### config.mk
export PLATFORM = sky130hd
export DESIGN_NAME = hyperbus_txn_fsm_flat
export DESIGN_NICKNAME = d
export VERILOG_FILES = /design/src/rtl/hyperbus_txn_if.sv /design/src/rtl/hyperbus_txn_fsm.sv /design/src/flat_wrapper.sv
export SDC_FILE = /design/constraint.sdc
export NUM_CORES = 1
export LEC_CHECK = 0
export BUFFER_PORTS_ARGS = -buffer_cell sky130_fd_sc_hd__buf_2
export CAP_MARGIN = 10
export CORE_MARGIN = 2
export CORE_UTILIZATION = 51
export DETAILED_ROUTE_END_ITERATION = 6
export PLACE_DENSITY = 0.79
export REMOVE_ABC_BUFFERS = 1
export SYNTH_ARGS = -nofsm -noshare
export SYNTH_HDL_FRONTEND = slang
export SYNTH_SLANG_ARGS = --single-unit
### constraint.sdc
create_clock -name clk_i -period 3.3 [get_ports clk_i]
set_input_delay 0.66 -clock clk_i [delete_from_list [all_inputs] [get_ports clk_i]]
set_output_delay 0.66 -clock clk_i [all_outputs]
set_load 0.02 [all_outputs]
### src/rtl/hyperbus_txn_if.sv
// Host-side request/data and ioddr-side signals of the HyperBus transaction sequencer.
// The slave modport is the sequencer; master is whoever drives requests and models the PHY.
interface hyperbus_txn_if;
  logic        req_valid_i;
  logic        req_ready_o;
  logic        req_we_i;
  logic [31:0] req_addr_i;
  logic [7:0]  req_len_i;
  logic [15:0] wdat_i;
  logic        wdat_valid_i;
  logic        wdat_ready_o;
  logic [15:0] rdat_o;
  logic        rdat_valid_o;
  logic        done_o;
  logic        underrun_o;
  logic        cs_n_o;
  logic        ck_en_o;
  logic        ddr_oe_o;
  logic [15:0] ddr_dat_o;
  logic [15:0] ddr_dat_i;
  logic        rwds_oe_o;
  logic [1:0]  rwds_o;

  modport slave (
    input  req_valid_i, req_we_i, req_addr_i, req_len_i, wdat_i, wdat_valid_i, ddr_dat_i,
    output req_ready_o, wdat_ready_o, rdat_o, rdat_valid_o, done_o, underrun_o,
           cs_n_o, ck_en_o, ddr_oe_o, ddr_dat_o, rwds_oe_o, rwds_o
  );

  modport master (
    output req_valid_i, req_we_i, req_addr_i, req_len_i, wdat_i, wdat_valid_i, ddr_dat_i,
    input  req_ready_o, wdat_ready_o, rdat_o, rdat_valid_o, done_o, underrun_o,
           cs_n_o, ck_en_o, ddr_oe_o, ddr_dat_o, rwds_oe_o, rwds_o
  );
endinterface

### src/rtl/hyperbus_txn_fsm.sv
// HyperBus burst sequencer: CS#/CK control, 48-bit CA phase, fixed latency, DDR data phase.
// Every output is a flop whose next value is derived from the next state.
module hyperbus_txn_fsm #(
  parameter int unsigned LAT_CYCLES = 12,
  parameter int unsigned RD_DELAY   = 2
) (
  input logic         clk_i,
  input logic         rst_i,
  hyperbus_txn_if.slave bus_io
);

  typedef enum logic [3:0] {
    StIdle, StCss, StCa0, StCa1, StCa2, StLat, StData, StDrain, StCsh
  } state_e;

  state_e              state_q, state_d;
  logic [8:0]          cnt_q, cnt_d;
  logic                we_q, we_d;
  logic [31:0]         addr_q, addr_d;
  logic [7:0]          len_q, len_d;
  logic                req_ready_q, req_ready_d;
  logic                wdat_ready_q, wdat_ready_d;
  logic [15:0]         rdat_q, rdat_d;
  logic                done_q, done_d;
  logic                underrun_q, underrun_d;
  logic                cs_n_q, cs_n_d;
  logic                ck_en_q, ck_en_d;
  logic                ddr_oe_q, ddr_oe_d;
  logic [15:0]         ddr_dat_q, ddr_dat_d;
  logic                rwds_oe_q, rwds_oe_d;
  logic [1:0]          rwds_q, rwds_d;
  logic [RD_DELAY-1:0] rd_pipe_q, rd_pipe_d, rd_in;
  logic [47:0]         ca;
  logic                data_wr;

  assign ca = {~we_q, 1'b0, 1'b1, addr_q[31:3], 13'd0, addr_q[2:0]};

  // The high byte of each CA word goes out on the first (rising) edge, i.e. in bits [7:0].
  function automatic logic [15:0] first_edge_hi(input logic [15:0] w);
    return {w[7:0], w[15:8]};
  endfunction

  always_comb begin
    state_d    = state_q;
    cnt_d      = cnt_q;
    we_d       = we_q;
    addr_d     = addr_q;
    len_d      = len_q;
    underrun_d = underrun_q;

    unique case (state_q)
      StIdle: begin
        if (bus_io.req_valid_i && req_ready_q) begin
          state_d    = StCss;
          we_d       = bus_io.req_we_i;
          addr_d     = bus_io.req_addr_i;
          len_d      = bus_io.req_len_i;
          underrun_d = 1'b0;
        end
      end
      StCss: state_d = StCa0;
      StCa0: state_d = StCa1;
      StCa1: state_d = StCa2;
      StCa2: begin
        state_d = StLat;
        cnt_d   = 9'(LAT_CYCLES - 1);
      end
      StLat: begin
        if (cnt_q == 9'd0) begin
          state_d = StData;
          cnt_d   = {1'b0, len_q};
        end else begin
          cnt_d = cnt_q - 9'd1;
        end
      end
      StData: begin
        if (cnt_q == 9'd0) begin
          if (we_q) begin
            state_d = StCsh;
          end else begin
            state_d = StDrain;
            cnt_d   = 9'(RD_DELAY - 1);
          end
        end else begin
          cnt_d = cnt_q - 9'd1;
        end
      end
      StDrain: begin
        if (cnt_q == 9'd0) state_d = StCsh;
        else               cnt_d   = cnt_q - 9'd1;
      end
      StCsh:   state_d = StIdle;
      default: state_d = StIdle;
    endcase

    // A write DATA clk consumes the word offered while wdat_ready_o was high, present or not.
    data_wr = (state_d == StData) && we_q;
    if (data_wr && !bus_io.wdat_valid_i) underrun_d = 1'b1;

    req_ready_d  = (state_d == StIdle);
    // CS# stays low through CSH for hold time and rises on the return to IDLE.
    cs_n_d       = (state_d == StIdle);
    ck_en_d      = (state_d inside {StCa0, StCa1, StCa2, StLat, StData});
    ddr_oe_d     = (state_d inside {StCa0, StCa1, StCa2}) || data_wr;
    rwds_oe_d    = data_wr;
    rwds_d       = (data_wr && !bus_io.wdat_valid_i) ? 2'b11 : 2'b00;
    done_d       = (state_d == StCsh);
    wdat_ready_d = we_q && (((state_d == StLat) && (cnt_d == 9'd0)) ||
                            ((state_d == StData) && (cnt_d != 9'd0)));

    unique case (state_d)
      StCa0:   ddr_dat_d = first_edge_hi(ca[47:32]);
      StCa1:   ddr_dat_d = first_edge_hi(ca[31:16]);
      StCa2:   ddr_dat_d = first_edge_hi(ca[15:0]);
      StData:  ddr_dat_d = (data_wr && bus_io.wdat_valid_i) ? bus_io.wdat_i : 16'h0000;
      default: ddr_dat_d = 16'h0000;
    endcase

    // Bit j marks a read DATA clk j+1 clks ago; the top bit lines up with the PHY latency.
    rd_in     = '0;
    rd_in[0]  = (state_q == StData) && !we_q;
    rd_pipe_d = (rd_pipe_q << 1) | rd_in;
    rdat_d    = rd_pipe_d[RD_DELAY-1] ? bus_io.ddr_dat_i : rdat_q;
  end

  always_ff @(posedge clk_i) begin
    if (rst_i) begin
      state_q      <= StIdle;
      cnt_q        <= '0;
      we_q         <= 1'b0;
      addr_q       <= '0;
      len_q        <= '0;
      req_ready_q  <= 1'b0;
      wdat_ready_q <= 1'b0;
      rdat_q       <= '0;
      done_q       <= 1'b0;
      underrun_q   <= 1'b0;
      cs_n_q       <= 1'b1;
      ck_en_q      <= 1'b0;
      ddr_oe_q     <= 1'b0;
      ddr_dat_q    <= '0;
      rwds_oe_q    <= 1'b0;
      rwds_q       <= '0;
      rd_pipe_q    <= '0;
    end else begin
      state_q      <= state_d;
      cnt_q        <= cnt_d;
      we_q         <= we_d;
      addr_q       <= addr_d;
      len_q        <= len_d;
      req_ready_q  <= req_ready_d;
      wdat_ready_q <= wdat_ready_d;
      rdat_q       <= rdat_d;
      done_q       <= done_d;
      underrun_q   <= underrun_d;
      cs_n_q       <= cs_n_d;
      ck_en_q      <= ck_en_d;
      ddr_oe_q     <= ddr_oe_d;
      ddr_dat_q    <= ddr_dat_d;
      rwds_oe_q    <= rwds_oe_d;
      rwds_q       <= rwds_d;
      rd_pipe_q    <= rd_pipe_d;
    end
  end

  assign bus_io.req_ready_o  = req_ready_q;
  assign bus_io.wdat_ready_o = wdat_ready_q;
  assign bus_io.rdat_o       = rdat_q;
  assign bus_io.rdat_valid_o = rd_pipe_q[RD_DELAY-1];
  assign bus_io.done_o       = done_q;
  assign bus_io.underrun_o   = underrun_q;
  assign bus_io.cs_n_o       = cs_n_q;
  assign bus_io.ck_en_o      = ck_en_q;
  assign bus_io.ddr_oe_o     = ddr_oe_q;
  assign bus_io.ddr_dat_o    = ddr_dat_q;
  assign bus_io.rwds_oe_o    = rwds_oe_q;
  assign bus_io.rwds_o       = rwds_q;

endmodule
### src/flat_wrapper.sv
// flat-port wrapper written by rule: the top's interface ports become plain ports
module hyperbus_txn_fsm_flat 
#(
  parameter int unsigned LAT_CYCLES = 12,
  parameter int unsigned RD_DELAY   = 2
)
  (clk_i, rst_i, bus_io_req_valid_i, bus_io_req_we_i, bus_io_req_addr_i, bus_io_req_len_i, bus_io_wdat_i, bus_io_wdat_valid_i, bus_io_ddr_dat_i, bus_io_req_ready_o, bus_io_wdat_ready_o, bus_io_rdat_o, bus_io_rdat_valid_o, bus_io_done_o, bus_io_underrun_o, bus_io_cs_n_o, bus_io_ck_en_o, bus_io_ddr_oe_o, bus_io_ddr_dat_o, bus_io_rwds_oe_o, bus_io_rwds_o);
  hyperbus_txn_if bus_io_i ();
  input logic clk_i;
  input logic rst_i;
  input wire logic [$bits(bus_io_i.req_valid_i)-1:0] bus_io_req_valid_i;
  input wire logic [$bits(bus_io_i.req_we_i)-1:0] bus_io_req_we_i;
  input wire logic [$bits(bus_io_i.req_addr_i)-1:0] bus_io_req_addr_i;
  input wire logic [$bits(bus_io_i.req_len_i)-1:0] bus_io_req_len_i;
  input wire logic [$bits(bus_io_i.wdat_i)-1:0] bus_io_wdat_i;
  input wire logic [$bits(bus_io_i.wdat_valid_i)-1:0] bus_io_wdat_valid_i;
  input wire logic [$bits(bus_io_i.ddr_dat_i)-1:0] bus_io_ddr_dat_i;
  output wire logic [$bits(bus_io_i.req_ready_o)-1:0] bus_io_req_ready_o;
  output wire logic [$bits(bus_io_i.wdat_ready_o)-1:0] bus_io_wdat_ready_o;
  output wire logic [$bits(bus_io_i.rdat_o)-1:0] bus_io_rdat_o;
  output wire logic [$bits(bus_io_i.rdat_valid_o)-1:0] bus_io_rdat_valid_o;
  output wire logic [$bits(bus_io_i.done_o)-1:0] bus_io_done_o;
  output wire logic [$bits(bus_io_i.underrun_o)-1:0] bus_io_underrun_o;
  output wire logic [$bits(bus_io_i.cs_n_o)-1:0] bus_io_cs_n_o;
  output wire logic [$bits(bus_io_i.ck_en_o)-1:0] bus_io_ck_en_o;
  output wire logic [$bits(bus_io_i.ddr_oe_o)-1:0] bus_io_ddr_oe_o;
  output wire logic [$bits(bus_io_i.ddr_dat_o)-1:0] bus_io_ddr_dat_o;
  output wire logic [$bits(bus_io_i.rwds_oe_o)-1:0] bus_io_rwds_oe_o;
  output wire logic [$bits(bus_io_i.rwds_o)-1:0] bus_io_rwds_o;
  assign bus_io_i.req_valid_i = bus_io_req_valid_i;
  assign bus_io_i.req_we_i = bus_io_req_we_i;
  assign bus_io_i.req_addr_i = bus_io_req_addr_i;
  assign bus_io_i.req_len_i = bus_io_req_len_i;
  assign bus_io_i.wdat_i = bus_io_wdat_i;
  assign bus_io_i.wdat_valid_i = bus_io_wdat_valid_i;
  assign bus_io_i.ddr_dat_i = bus_io_ddr_dat_i;
  assign bus_io_req_ready_o = bus_io_i.req_ready_o;
  assign bus_io_wdat_ready_o = bus_io_i.wdat_ready_o;
  assign bus_io_rdat_o = bus_io_i.rdat_o;
  assign bus_io_rdat_valid_o = bus_io_i.rdat_valid_o;
  assign bus_io_done_o = bus_io_i.done_o;
  assign bus_io_underrun_o = bus_io_i.underrun_o;
  assign bus_io_cs_n_o = bus_io_i.cs_n_o;
  assign bus_io_ck_en_o = bus_io_i.ck_en_o;
  assign bus_io_ddr_oe_o = bus_io_i.ddr_oe_o;
  assign bus_io_ddr_dat_o = bus_io_i.ddr_dat_o;
  assign bus_io_rwds_oe_o = bus_io_i.rwds_oe_o;
  assign bus_io_rwds_o = bus_io_i.rwds_o;
  hyperbus_txn_fsm #(.LAT_CYCLES(LAT_CYCLES), .RD_DELAY(RD_DELAY)) u_core (.clk_i(clk_i), .rst_i(rst_i), .bus_io(bus_io_i));
endmodule
# --- After elaboration in Yosys (flattened, before gate mapping) ---
# Cells that the tools add are included.
op_classes:
  n_addsub: 1
  n_eq_ne: 13
  muxes: 17
  n_bitwise: 2
  reduce_logical: 23
op_table:
  columns: ["op", "count"]
  rows:
  - ["one-hot mux 16 bit (4 select lines)", 1]
  - ["two-way mux 9 bit", 4]
  - ["one-hot mux 9 bit (4 select lines)", 1]
  - ["one-hot mux 4 bit (8 select lines)", 1]
  - ["== test 4 x 3 -> 1 bit (second input constant)", 7]
  - ["two-way mux 4 bit", 5]
  - ["zero test 9 bit", 2]
  - ["== test 4 x 2 -> 1 bit (second input constant)", 4]
  - ["two-way mux 16 bit", 1]
  - ["nonzero test 9 bit", 1]
  - ["subtractor 9 x 1 -> 9 bit (second input constant)", 1]
  - ["logical AND 1 bit", 8]
  - ["zero test 4 bit", 2]
  - ["nonzero test 5 bit", 1]
  - ["== test 4 x 1 -> 1 bit (second input constant)", 1]
  - ["== test 4 bit (second input constant)", 1]
  - ["AND reduction 2 bit", 2]
  - ["nonzero test 2 bit", 2]
  - ["two-way mux 1 bit", 3]
  - ["nonzero test 3 bit", 1]
  - ["zero test 1 bit", 2]
  - ["logical OR 1 bit", 2]
  - ["two-way mux 2 bit", 1]
  - ["bitwise OR 2 x 1 -> 2 bit", 1]
  - ["inverter 1 bit", 1]
word_totals:
  regBits: 98
  in_bits: 77
  output_inout_bits: 43
  wordCells: 73

# --- Depth between registers and ports, before layout ---
# Gate-level depths: netlist (run 1).
depth:
  word_depth: 8
  ltp_mapped: 11
  ltp_nobuf: 9

# --- Worst setup path before layout (run 1) ---
# OpenSTA, ideal clock, no wires.
synth_timing:
  kind: "register to register"
  start: "reg u_core.cnt_q[0]"
  end: "reg u_core.wdat_ready_q, in the netlist u_core.bus_io.wdat_ready_o"
  setup_time_ps: 123
  arrival_ps: 2396
  required_time_ps: 3177
  path_slack_ps: 780
  stages_incl_launch_ff: 12
  n_path_buf: 2
  synth_period_minus_slack_ps: 2520
  path_cell_list: "dfxtp_1 clkbuf_1 inv_1 ha_1 or4b_4 nor2_4 buf_4 nor2_1 a2111oi_0 a2bb2oi_1 nand4_1 mux2_1"
synth_via:
  elab_chain_len: 7
  elab_cells_between_ends: 19
  cone_classes: "1 x add/sub; 2 x eq/ne; 9 x mux; 7 x reduce/logical"
synth_rtl:
  columns: ["element", "line_no", "source"]
  rows:
  - ["start, declared", "hyperbus_txn_fsm.sv:17", "logic [8:0] cnt_q, cnt_d;"]
  - ["start signal, assigned", "hyperbus_txn_fsm.sv:147", "cnt_q <= cnt_d;"]
  - ["subtractor 9 x 1 -> 9 bit, or another cell as far along", "hyperbus_txn_fsm.sv:73, hyperbus_txn_fsm.sv:85, hyperbus_txn_fsm.sv:90", null]
  - ["two-way mux 9 bit, or another cell as far along", "hyperbus_txn_fsm.sv:89", "if (cnt_q == 9'd0) state_d = StCsh;"]
  - ["one-hot mux 9 bit (4 select lines) / one-hot mux 4 bit (8 select lines) (equally long branches)", "hyperbus_txn_fsm.sv:51", "unique case (state_q)"]
  - ["zero test 9 bit, or another cell as far along", "hyperbus_txn_fsm.sv:108", "wdat_ready_d = we_q && (((state_d == StLat) && (cnt_d == 9'd0)) ||"]
  - ["logical AND 1 bit, on equally long branches", "hyperbus_txn_fsm.sv:108, hyperbus_txn_fsm.sv:109", null]
  - ["logical OR 1 bit (*)", "hyperbus_txn_fsm.sv:108", null]
  - ["logical AND 1 bit (*)", "hyperbus_txn_fsm.sv:108", null]
  - ["end signal, assigned", "hyperbus_txn_fsm.sv:152", "wdat_ready_q <= wdat_ready_d;"]
  - ["end, declared", "hyperbus_txn_fsm.sv:22", "logic wdat_ready_q, wdat_ready_d;"]
# Mark *: on every way between the ends. The rest lies on a longest branch, timed or not.
# A chain may end at the register's enable or synchronous reset.

# --- Worst setup path after layout (run 1) ---
layout_timing:
  start: "reg u_core.cnt_q[0]"
  end: "reg u_core.ddr_dat_q[5], in the netlist u_core.bus_io.ddr_dat_o[5]"
layout_via:
  elab_chain_len: 8
  elab_cells_between_ends: 13
  cone_classes: "4 x eq/ne; 6 x mux; 3 x reduce/logical"
layout_rtl:
  columns: ["element", "line_no", "source"]
  rows:
  - ["zero test 9 bit (*)", "hyperbus_txn_fsm.sv:69, hyperbus_txn_fsm.sv:77, hyperbus_txn_fsm.sv:89", null]
  - ["two-way mux 4 bit, on equally long branches", "hyperbus_txn_fsm.sv:89, hyperbus_txn_fsm.sv:69, hyperbus_txn_fsm.sv:77", null]
  - ["one-hot mux 4 bit (8 select lines) (*)", "hyperbus_txn_fsm.sv:51", null]
  - ["== test 4 x 3 -> 1 bit", "hyperbus_txn_fsm.sv:97, hyperbus_txn_fsm.sv:111", null]
  - ["logical AND 1 bit", "hyperbus_txn_fsm.sv:97", "data_wr = (state_d == StData) && we_q;"]
  - ["logical AND 1 bit", "hyperbus_txn_fsm.sv:115", "StData: ddr_dat_d = (data_wr && bus_io.wdat_valid_i) ? bus_io.wdat_i : 16'h0000;"]
  - ["two-way mux 16 bit", "hyperbus_txn_fsm.sv:115", null]
  - ["one-hot mux 16 bit (4 select lines) (*)", "hyperbus_txn_fsm.sv:111", "unique case (state_d)"]
  - ["end signal, assigned", "hyperbus_txn_fsm.sv:159", "ddr_dat_q <= ddr_dat_d;"]
  - ["end, declared", "hyperbus_txn_fsm.sv:29", "logic [15:0] ddr_dat_q, ddr_dat_d;"]
# Marked as above.

==> metrics.md, run 1 <==
| Metric | Value |
|---|---|
| Status | `complete, no violations` |
| Fmax | `340 MHz` |
| Final min period | `2940 ps` |
| Tot GR Track Use | `0.250` |
| Syn Inst Count | `479` |
| Placer Congestion | `slightly below 1` |
| CP max stage delay | `660 ps` |
| Max layer used | `met4` |
| Hold Slack | `455 ps` |
| WL met1 | `4470 um` |
| CP delay by family, top | `compound AO/OA/AOI/OAI gates` |
| IO Port Bufs | `between 100 and 150` |
| DR WL met2 | `5000 um` |
| Number of distinct library cells after synthesis | `57` |
| Number of remaining DRC errors | `0` |
| Vias in the first global route | `3619` |
| TNS Setup | `0 ps` |
| Crit Path Max Fanout | `16` |
| Dominant synthesized flop cell | `dfxtp_1` |
| Final ANT Viol Nets | `0` |
| First-pass GRT wire length | `approximately 17000 um` |
| Layout Utilization | `0.629` |
| CP endpoint kind | `flop` |
| Post-route cell area | `between 0.004 and 0.005 sq mm` |
| Hold Violations, Final | `0` |
| Initial Utilization | `0.522` |
| Crit path DAT | `3250 ps` |
| # clock sinks | `97` |
| DRT Pass-1 Iters | `5` |
| Relative slew slack | `0.393` |
| CTS tree | `done` |
| Critical path class | `flop to flop` |
| Synthesized area per cell | `8.33 sq um` |
| LEAKAGE | `just under 2 nW` |
| Post-CTS setup buffers | `0` |
| Via density per instance | `~5.6` |
| Async SR Flop Fraction | `0` |
| Critical path required time | `3600 ps` |
| RSZ-0062 raised after global routing | `no` |
| Synthesized area | `~0.004 sq mm` |
| Number of vias in the routed layout | `~3800` |
| Final Setup Violations | `0` |
| Clock Latency Late Sink | `370 ps` |
| MaxCap Viol Count | `0` |
| # H-tree levels | `3` |
| Most frequent cells in the layout | `119 x buf_2, 97 x dfxtp_1, 96 x nand2_1` |
| CP max-delay cell | `a2111o_1` |
| FP Rows | `32` |
| # nets final | `654` |
| Iter 0 DRT Violations | `405` |
| Die area | `0.00855 sq mm` |
| Clk slew on worst S/H paths | `100 ps` |
| Sequential area share after synthesis | `0.487` |
| Peak VDD IR | `0.300 mV` |
| Commonest non-fill, non-tap cell in the layout | `buf_2` |
| P per Cell Area | `509 mW/mm^2` |
| Initial antenna violation count | `0` |
| Flops & latches, synth | `just under 100` |
| CTS buffer count | `9` |
| Total grt overflow | `0` |
| Critical-path cell list | `inv_1, ha_1, or4b_4, nor2_4, o22ai_1, a21oi_2, o211ai_1, a2111o_1, a21oi_1` |
| Final Skew | `10.3 ps` |
| DIE WIDTH | `92.5 um` |
| Hold Crit Class | `flop to flop` |
| Clock Root Buffer | `clkbuf_8` |
| Die Ht | `92.5 um` |
| # diodes | `0` |
| I/O Pins | `between 100 and 150` |
| Slew @ Worst Pin | `908 ps` |
| Pwr Total | `2.45 mW` |
| Layout cells sized above 1 | `0.258` |
| Met3 WL post-DR | `roughly 700 um` |
| Pin count of the biggest net entering global routing | `41` |
| Area grow syn2layout | `20.5%` |
| Core Area | `0.00765 sq mm` |
| Routed wire length | `10400 um` |
| CP Launch Type | `flop` |
| Fin. max-slew vios | `0` |
| Post-synth EDFFs | `0` |
| DP HPWL | `7340 um` |
| Ys Warns | `0` |
| Clock Path Buffers | `2` |
| Period utilization | `0.892` |
| Cts hold-fix bufs | `0` |
| Placed cell areas | `between 0.004 and 0.005 sq mm` |
| Critical path buffers and inverters | `1` |
| Wire length per cell | `between 15 and 20 um` |
| Cts repair resizes | `0` |
Yosys cell counts (2+ instances only):
master | number | area share
nand2b_1 | 3 | 0.0047
nor3_1 | 10 | 0.013
nor2_1 | 52 | 0.049
nor4_1 | 6 | 0.0094
nand4_1 | 3 | 0.0047
a222oi_1 | 11 | 0.028
nor4b_1 | 2 | 0.0044
clkbuf_1 | 34 | 0.032
a22oi_1 | 6 | 0.011
a211o_1 | 2 | 0.0044
a2111oi_0 | 3 | 0.0066
nand2_1 | 96 | 0.090
nor2b_1 | 6 | 0.0094
inv_1 | 8 | 0.0075
a21oi_1 | 57 | 0.071
or4_1 | 2 | 0.0038
nor2_4 | 2 | 0.0056
o21ai_0 | 9 | 0.011
a31oi_1 | 4 | 0.0063
a2111o_1 | 2 | 0.0056
buf_1 | 2 | 0.0019
and3_1 | 3 | 0.0047
buf_4 | 3 | 0.0056
nand3_1 | 3 | 0.0038
mux2i_1 | 19 | 0.048
o22ai_1 | 3 | 0.0047
a311oi_1 | 2 | 0.0044
dfxtp_1 | 97 | 0.49
flip-flops by register name, indices dropped and copies added, names as in the netlist, 2 cells and up:
signal	cells
u_core.addr_q	32
u_core.state_q	4
u_core.rd_pipe_q	2
u_core.len_q	8
u_core.cnt_q	9
u_core.bus_io.rdat_o	16
u_core.bus_io.ddr_dat_o	16
stage by stage:
stage,std cells,setup WS (ps)
floorplan,438,781
global placement,666,540
detailed placement,666,434
CTS,682,422
global route,683,181
finish,683,355
cell type report:
class	count	area [sq um]
Clock inverter	7	72.6
Fill cell	688	2840
Timing Repair Buffer	127	668
Clock buffer	9	124
Multi-Input combinational cell	332	1840
Inverter	9	33.8
Tap cell	102	128
Sequential cell	97	1940
worst register-to-register path, cell delays in order, from the launching register on:
cell and delay [ps]:
dfxtp_1 400, inv_1 90, ha_1 220, or4b_4 520
nor2_4 270, o22ai_1 160, a21oi_2 230, o211ai_1 120
a2111o_1 660, a21oi_1 210
kinds of logic (layout without fill, tap and decap cells):
group / count (synthesis) / after routing / share of synthesized area
AOI/OAI and AO/OA: 114 / 114 / 0.186
adders and majority gates: 1 / 1 / 0.00313
buffers and inverters: 50 / 152 / 0.0520
DFF: 97 / 97 / 0.487
muxes: 20 / 20 / 0.0505
and+or+nand+nor: 197 / 197 / 0.222
power by group:
part / switching [mW] / internal, mW
logic: 0.261 / 0.154
registers: 0.0508 / 1.23
clock network: 0.456 / 0.296
final timing paths:
kind / start / to / slack (ps) / depth (start not counted)
min: u_core.len_q[5] / u_core.len_q[5] / 460 / 2
min reg2reg: u_core.len_q[5] / u_core.len_q[5] / 460 / 2
max: u_core.cnt_q[0] / u_core.bus_io.ddr_dat_o[5] / 360 / 9
max reg2reg: u_core.cnt_q[0] / u_core.bus_io.ddr_dat_o[5] / 360 / 9
metal layers:
| layer | vias up | GRT usage |
|---|---|---|
| li1 | 1875 | - |
| met1 | 1792 | 0.332 |
| met2 | 148 | 0.397 |
| met3 | 30 | 0.0456 |
| met4 | 0 | 0.117 |
| met5 | - | 0 |
(Power assumes the default switching activity.)
==> run 2, diff against run 1 <==
--- a/config.mk
+++ b/config.mk
@@ -5,12 +5,13 @@
 export SDC_FILE = /design/constraint.sdc
 export NUM_CORES = 1
 export LEC_CHECK = 0
+export ABC_AREA = 1
 export BUFFER_PORTS_ARGS = -buffer_cell sky130_fd_sc_hd__buf_2
 export CAP_MARGIN = 10
 export CORE_MARGIN = 2
-export CORE_UTILIZATION = 51
+export CORE_UTILIZATION = 52
 export DETAILED_ROUTE_END_ITERATION = 6
-export PLACE_DENSITY = 0.79
+export PLACE_DENSITY = 0.8
 export REMOVE_ABC_BUFFERS = 1
 export SYNTH_ARGS = -nofsm -noshare
 export SYNTH_HDL_FRONTEND = slang
==> run 2 against run 1 <==
Compared with the run above:
- synthesized area rose by 5.9%
- synthesized cell count rose by 17%
- sequential power increased by 10%
- combinational power rose by 77%
- maximum frequency increased by 27%
- routed wire length down 2.3%
==> metrics.md, run 2 <==
| Metric | Value |
|---|---|
| # nets final | `746` |
| Post-CTS setup buffers | `0` |
| Most frequent cells in the layout | `119 x buf_2, 97 x dfxtp_1, 80 x nor2_1` |
| Synthesized area per cell | `7.52 sq um` |
| Critical path class | `flop to flop` |
| Area grow syn2layout | `20.1%` |
| CTS tree | `done` |
| CP endpoint kind | `flop` |
| Flops & latches, synth | `97` |
| Dominant synthesized flop cell | `dfxtp_1` |
| Via density per instance | `roughly 5.2` |
| Fill cells | `700` |
| Ys Warns | `0` |
| CTS buffer count | `9` |
| CP Launch Type | `flop` |
| Clock Path Buffers | `2` |
| IO Port Bufs | `119` |
| Final min period | `2320 ps` |
| P per Cell Area | `598 mW/mm^2` |
| Die area | `roughly 0.009 sq mm` |
| Clock Latency Late Sink | `360 ps` |
| Post-synth EDFFs | `0` |
| LEAKAGE | `~2.4 nW` |
| Pin count of the biggest net entering global routing | `84` |
| Crit path DAT | `2610 ps` |
| RSZ-0062 raised after global routing | `no` |
| Status | `complete, no violations` |
| Share of the synthesized area in the top cell type | `0.459` |
| Period utilization | `0.703` |
| Max reg flops | `32` |
| Async SR Flop Fraction | `0` |
| CP max stage delay | `570 ps` |
| Hold Violations, Final | `0` |
| DP HPWL | `7350 um` |
| Peak VDD IR | `0.307 mV` |
| FP Rows | `32` |
| Most frequent cell after synthesis | `dfxtp_1` |
| Clock Root Buffer | `clkbuf_8` |
| Placer Congestion | `around 0.96` |
| Slew @ Worst Pin | `719 ps` |
| Routed wire length | `slightly above 10000 um` |
| Layout cells sized above 1 | `0.267` |
| Die Ht | `94.2 um` |
| Number of vias in the routed layout | `4042` |
| Cts repair resizes | `0` |
| # clock sinks | `97` |
| Top cells by area, synth | `dfxtp_1 46%, o21ai_0 7.6%, nor2_1 7.1%` |
| Most frequent CP cell | `nor2_1` |
| CP max-delay cell | `nand3_1` |
| Register with the most flip-flops | `u_core.addr_q` |
| Post-synth top area cell | `dfxtp_1` |
| Commonest non-fill, non-tap cell in the layout | `buf_2` |
| Fmax | `431 MHz` |
| Clk slew on worst S/H paths | `90 ps` |
| Vias in the first global route | `3669` |
| Number of remaining DRC errors | `0` |
| Relative slew slack | `0.519` |
| Sequential area share after synthesis | `0.459` |
| Final Skew | `about 13 ps` |
| Critical-path cell list | `nor2_1, nand3_1, nand2_1, nor2_1, o21ai_2, nand3_4, nor2_8, nand3_2, a21oi_2` |
| Fin. max-slew vios | `0` |
| # H-tree levels | `3` |
| Synth cell count leaders | `97 x dfxtp_1, 80 x nor2_1, 76 x inv_1` |
| Initial Utilization | `0.542` |
| Hold Crit Class | `flop to flop` |
| Number of distinct library cells after synthesis | `36` |
| # diodes | `0` |
| Core Area | `0.00781 sq mm` |
| I/O Pins | `120` |
| First-pass GRT wire length | `around 16000 um` |
| Cts hold-fix bufs | `0` |
| Total grt overflow | `0` |
| Synthesized area | `about 0.0042 sq mm` |
| Layout Utilization | `0.650` |
| TNS Setup | `0 ps` |
| Final Setup Violations | `0` |
| MaxCap Viol Count | `0` |
| Wire length per cell | `13.2 um` |
| DIE WIDTH | `~94 um` |
| Crit Path Max Fanout | `16` |
| Initial antenna violation count | `0` |
| Iter 0 DRT Violations | `285` |
| DRT Pass-1 Iters | `5` |
| Final ANT Viol Nets | `0` |
| Critical path required time | `3590 ps` |
| Tot GR Track Use | `0.235` |
| Syn Inst Count | `about 560` |
run 2: cell types whose count changed after synthesis, moves of 11 or more:
cell      before  now
nand2_1       96   59
nand3_1        3   32
o21ai_0        9   64
nor2_1        52   80
o22ai_1        3   14
a222oi_1      11    0
nand3_2        0   12
inv_1          8   76
mux2i_1       19    0
clkbuf_1      34   22
run 2: cell families after synthesis:
group,synth area share
AOI/OAI and AO/OA,0.199
buffers and inverters,0.106
adders and majority gates,0.00296
and+or+nand+nor,0.227
DFF,0.459
xor gates and xnor gates,0.00622
run 2: final cells by class:
type                            instances  area, sq um  share of cell area
Clock buffer                            9          124              0.0244
Clock inverter                          7          111              0.0219
Inverter                               82          309              0.0609
Multi-Input combinational cell        355         1840               0.362
Sequential cell                        97         1940               0.382
Tap cell                              102          128              0.0251
Timing Repair Buffer                  123          626               0.123
run 2: worst max-delay path, delay by kind of cell (launching register included):
kind             cells  cell delay, ps
flip-flops           1             330
AO/OA/AOI/OAI        2             230
AND/OR/NAND/NOR      7            1680
run 2: worst paths after layout:
kind | from | end | slack [ps] | depth (start not counted)
worst max-delay path | u_core.state_q[2] | u_core.bus_io.ddr_dat_o[8] | 980 | 9
worst min-delay path | u_core.addr_q[4] | u_core.addr_q[4] | 450 | 2
worst max register to register | u_core.state_q[2] | u_core.bus_io.ddr_dat_o[8] | 980 | 9
worst min register to register | u_core.addr_q[4] | u_core.addr_q[4] | 450 | 2
run 2: stage by stage:
stage / instance area, sq um / setup WS, ps / total power [mW] / hold slack [ps] / std cells
2_1_floorplan: 4090 / 56.6 / 1.94 / 426 / 534
5_1_grt: 5080 / 774 / 3.21 / 480 / 775
3_3_place_gp: 4840 / 1180 / 2.14 / 433 / 759
6_report: 5080 / 979 / 3.04 / 451 / 775
3_5_place_dp: 4840 / 1020 / 2.16 / 438 / 759
4_1_cts: 5080 / 1010 / 3.04 / 453 / 775
run 2: routing by layer:
metal,wire length (um),share of wire,GRT usage
met1,4350,0.43,0.300
met4,197,0.019,0.0978
met2,5050,0.50,0.395
met5,0,0,0
met3,598,0.059,0.0361
run 2: power breakdown:
group	internal [mW]	leakage, nW	switching (mW)
Clock	0.443	0.118	0.451
Sequential	1.35	0.788	0.0640
Combinational	0.242	1.49	0.489
Total	2.03	2.39	1.00
==> run 3, diff against run 2 <==
--- a/config.mk
+++ b/config.mk
@@ -9,9 +9,9 @@
 export BUFFER_PORTS_ARGS = -buffer_cell sky130_fd_sc_hd__buf_2
 export CAP_MARGIN = 10
 export CORE_MARGIN = 2
-export CORE_UTILIZATION = 52
+export CORE_UTILIZATION = 47
 export DETAILED_ROUTE_END_ITERATION = 6
-export PLACE_DENSITY = 0.8
+export PLACE_DENSITY = 0.76
 export REMOVE_ABC_BUFFERS = 1
 export SYNTH_ARGS = -nofsm -noshare
 export SYNTH_HDL_FRONTEND = slang
==> constraint.sdc (replaced) <==
create_clock -name clk_i -period 2 [get_ports clk_i]
set_input_delay 0.4 -clock clk_i [delete_from_list [all_inputs] [get_ports clk_i]]
set_output_delay 0.4 -clock clk_i [all_outputs]
set_load 0.02 [all_outputs]
==> run 3 against run 2 <==
Compared with the run above:
- global-route usage fell by 1.1 points
- via count rose by 2.1%
- die area increased by 10%
- critical path depth is 2 higher
- cell count is 4.4% higher
- register-to-register slack got worse by 930 ps
- clock power rose by 62%
- combinational power increased by 89%
- maximum frequency rose by 19%
- total power grew 70%
- critical endpoint is now u_core.bus_io.ddr_dat_o[12]
==> metrics.md, run 3 (synthesized netlist as in run 2, its figures left out) <==
| Metric | Value |
|---|---|
| Die Ht | `slightly below 100 um` |
| Total grt overflow | `0` |
| Final ANT Viol Nets | `0` |
| Clock Path Buffers | `2` |
| Met2 usage | `0.376` |
| Vias in the first global route | `3901` |
| Crit path DAT | `2190 ps` |
| Register with the most flip-flops | `u_core.addr_q` |
| First-pass GRT wire length | `17800 um` |
| Critical-path cell list | `nor2_1, nand2_1, nor2_4, nand3_2, a21oi_4, nand3_2, nand3_4, nor2_8, buf_4, nand3_2, a21oi_2` |
| Most frequent CP cell | `nand3_2` |
| Via density per instance | `5.10` |
| Met1 Usage GRT | `0.280` |
| Tot GR Track Use | `0.224` |
| Core Area | `0.00872 sq mm` |
| Wire length per cell | `13.6 um` |
| DRT Pass-1 Iters | `5` |
| Hold Crit Class | `primary input to flop` |
| Number of vias in the routed layout | `4125` |
| Layout cells sized above 1 | `0.315` |
| Iter 0 DRT Violations | `224` |
| Fill cells | `797` |
| Relative slew slack | `0.670` |
| CP max-delay cell | `dfxtp_1` |
| DP HPWL | `7760 um` |
| Period utilization | `0.977` |
| Final worst setup slack | `~47 ps` |
| Critical path required time | `around 2200 ps` |
| IO Port Bufs | `about 120` |
| Max reg flops | `32` |
| Global Route met3 Usage | `0.0539` |
| P per Cell Area | `952 mW/mm^2` |
| Clock Latency Late Sink | `between 300 and 400 ps` |
| CTS tree | `done` |
| CP max stage delay | `around 370 ps` |
| Status | `complete, no violations` |
| Final Setup Violations | `0` |
| Final min period | `1950 ps` |
| Number of remaining DRC errors | `0` |
| Peak VDD IR | `0.486 mV` |
| # clock sinks | `97` |
| Critical path class | `flop to flop` |
| DIE WIDTH | `98.8 um` |
| # H-tree levels | `3` |
| Placer Congestion | `0.935` |
| Pre-CTS setup slack | `-67.5 ps` |
| RSZ-0062 raised after global routing | `yes` |
| Crit Path Max Fanout | `5` |
| Initial antenna violation count | `0` |
| Final Skew | `12.5 ps` |
| Slew @ Worst Pin | `between 400 and 500 ps` |
| CP endpoint kind | `flop` |
| CP Launch Type | `flop` |
| Fin. max-slew vios | `0` |
| Routed wire length | `11000 um` |
| Most frequent cells in the layout | `119 x buf_2, 94 x dfxtp_1, 79 x nor2_1` |
| Cts hold-fix bufs | `0` |
| # nets final | `774` |
| Pwr Total | `5.16 mW` |
| Clk slew on worst S/H paths | `100 ps` |
| Initial Utilization | `0.485` |
| Fmax | `512 MHz` |
| CTS buffer count | `9` |
| LEAKAGE | `2.55 nW` |
| Commonest non-fill, non-tap cell in the layout | `buf_2` |
| Hold Violations, Final | `0` |
| MaxCap Viol Count | `0` |
| Pin count of the biggest net entering global routing | `84` |
| Clock Root Buffer | `clkbuf_8` |
| # diodes | `0` |
| Die area | `0.00977 sq mm` |
| Area grow syn2layout | `28.2%` |
| I/O Pins | `120` |
| FP Rows | `34` |
| Layer with the highest usage | `met2` |
run 3: changes by cell type in the layout (fill, tap and decap cells not counted), moves of 2 or more:
cell,change
buf_4,+23
a21oi_1,-4
a21oi_2,+4
buf_12,+3
dfxtp_1,-3
dfxtp_2,+3
inv_6,-3
inv_1,-2
inv_2,+2
nand3_1,-2
nor2_4,+2
run 3: routing by layer:
metal  vias up  wire, um
met1      1901      4840
met5         -         0
met2       105      5450
li1       2103         -
met4         0       199
met3        16       482
run 3: metrics by stage:
step / hold slack, ps / util / instance area, sq um / TNS [ps] / instances
floorplan: 426 / - / 4090 / -60670 / 534
global placement: 435 / 0.578 / 5040 / 0 / 785
CTS: 239 / 0.609 / 5320 / 0 / 805
detailed placement: 437 / 0.578 / 5040 / -736 / 785
global route: 250 / 0.622 / 5420 / -1210 / 809
finish: 254 / 0.622 / 5420 / 0 / 809
run 3: report_power, final:
part	total (mW)	switching, mW	internal, mW
Clock	1.45	0.699	0.751
Combinational	1.38	0.858	0.521
Sequential	2.33	0.108	2.22
Total	5.16	1.66	3.49
run 3: final timing paths:
| kind | endpoint | from | slack, ps | depth (start not counted) |
|---|---|---|---|---|
| worst min-delay path | u_core.bus_io.rdat_o[1] | bus_io_ddr_dat_i[1] | 250 | 3 |
| worst max-delay path | u_core.bus_io.ddr_dat_o[12] | u_core.cnt_q[2] | 50 | 11 |
| worst max register to register | u_core.bus_io.ddr_dat_o[12] | u_core.cnt_q[2] | 50 | 11 |
| worst min register to register | u_core.addr_q[17] | u_core.addr_q[17] | 450 | 2 |
run 3: area by class of cell:
class / count / area (sq um) / share of cell area
sequential: 97 / 1950 / 0.359
multi-input combinational: 356 / 1920 / 0.354
timing repair buffer: 150 / 883 / 0.163
inverter: 82 / 309 / 0.0570
clock buffer: 11 / 141 / 0.0261
tap: 108 / 135 / 0.0249
clock inverter: 5 / 87.6 / 0.0162
run 3: worst max-delay path, delay by kind of cell, from the launching register on:
kind | cells | cell delay, ps
AND/OR/NAND/NOR | 8 | 1050
buffers and inverters | 1 | 160
AO/OA/AOI/OAI | 2 | 220
flip-flops | 1 | 370
run 3: what timing repair did:
item                                    4_1_cts  5_1_grt
cloned                                        0        2
gates resized for setup                       4       17
pin swaps                                     6        8
setup buffers                                 4        2
endpoints found under the setup margin       18       21
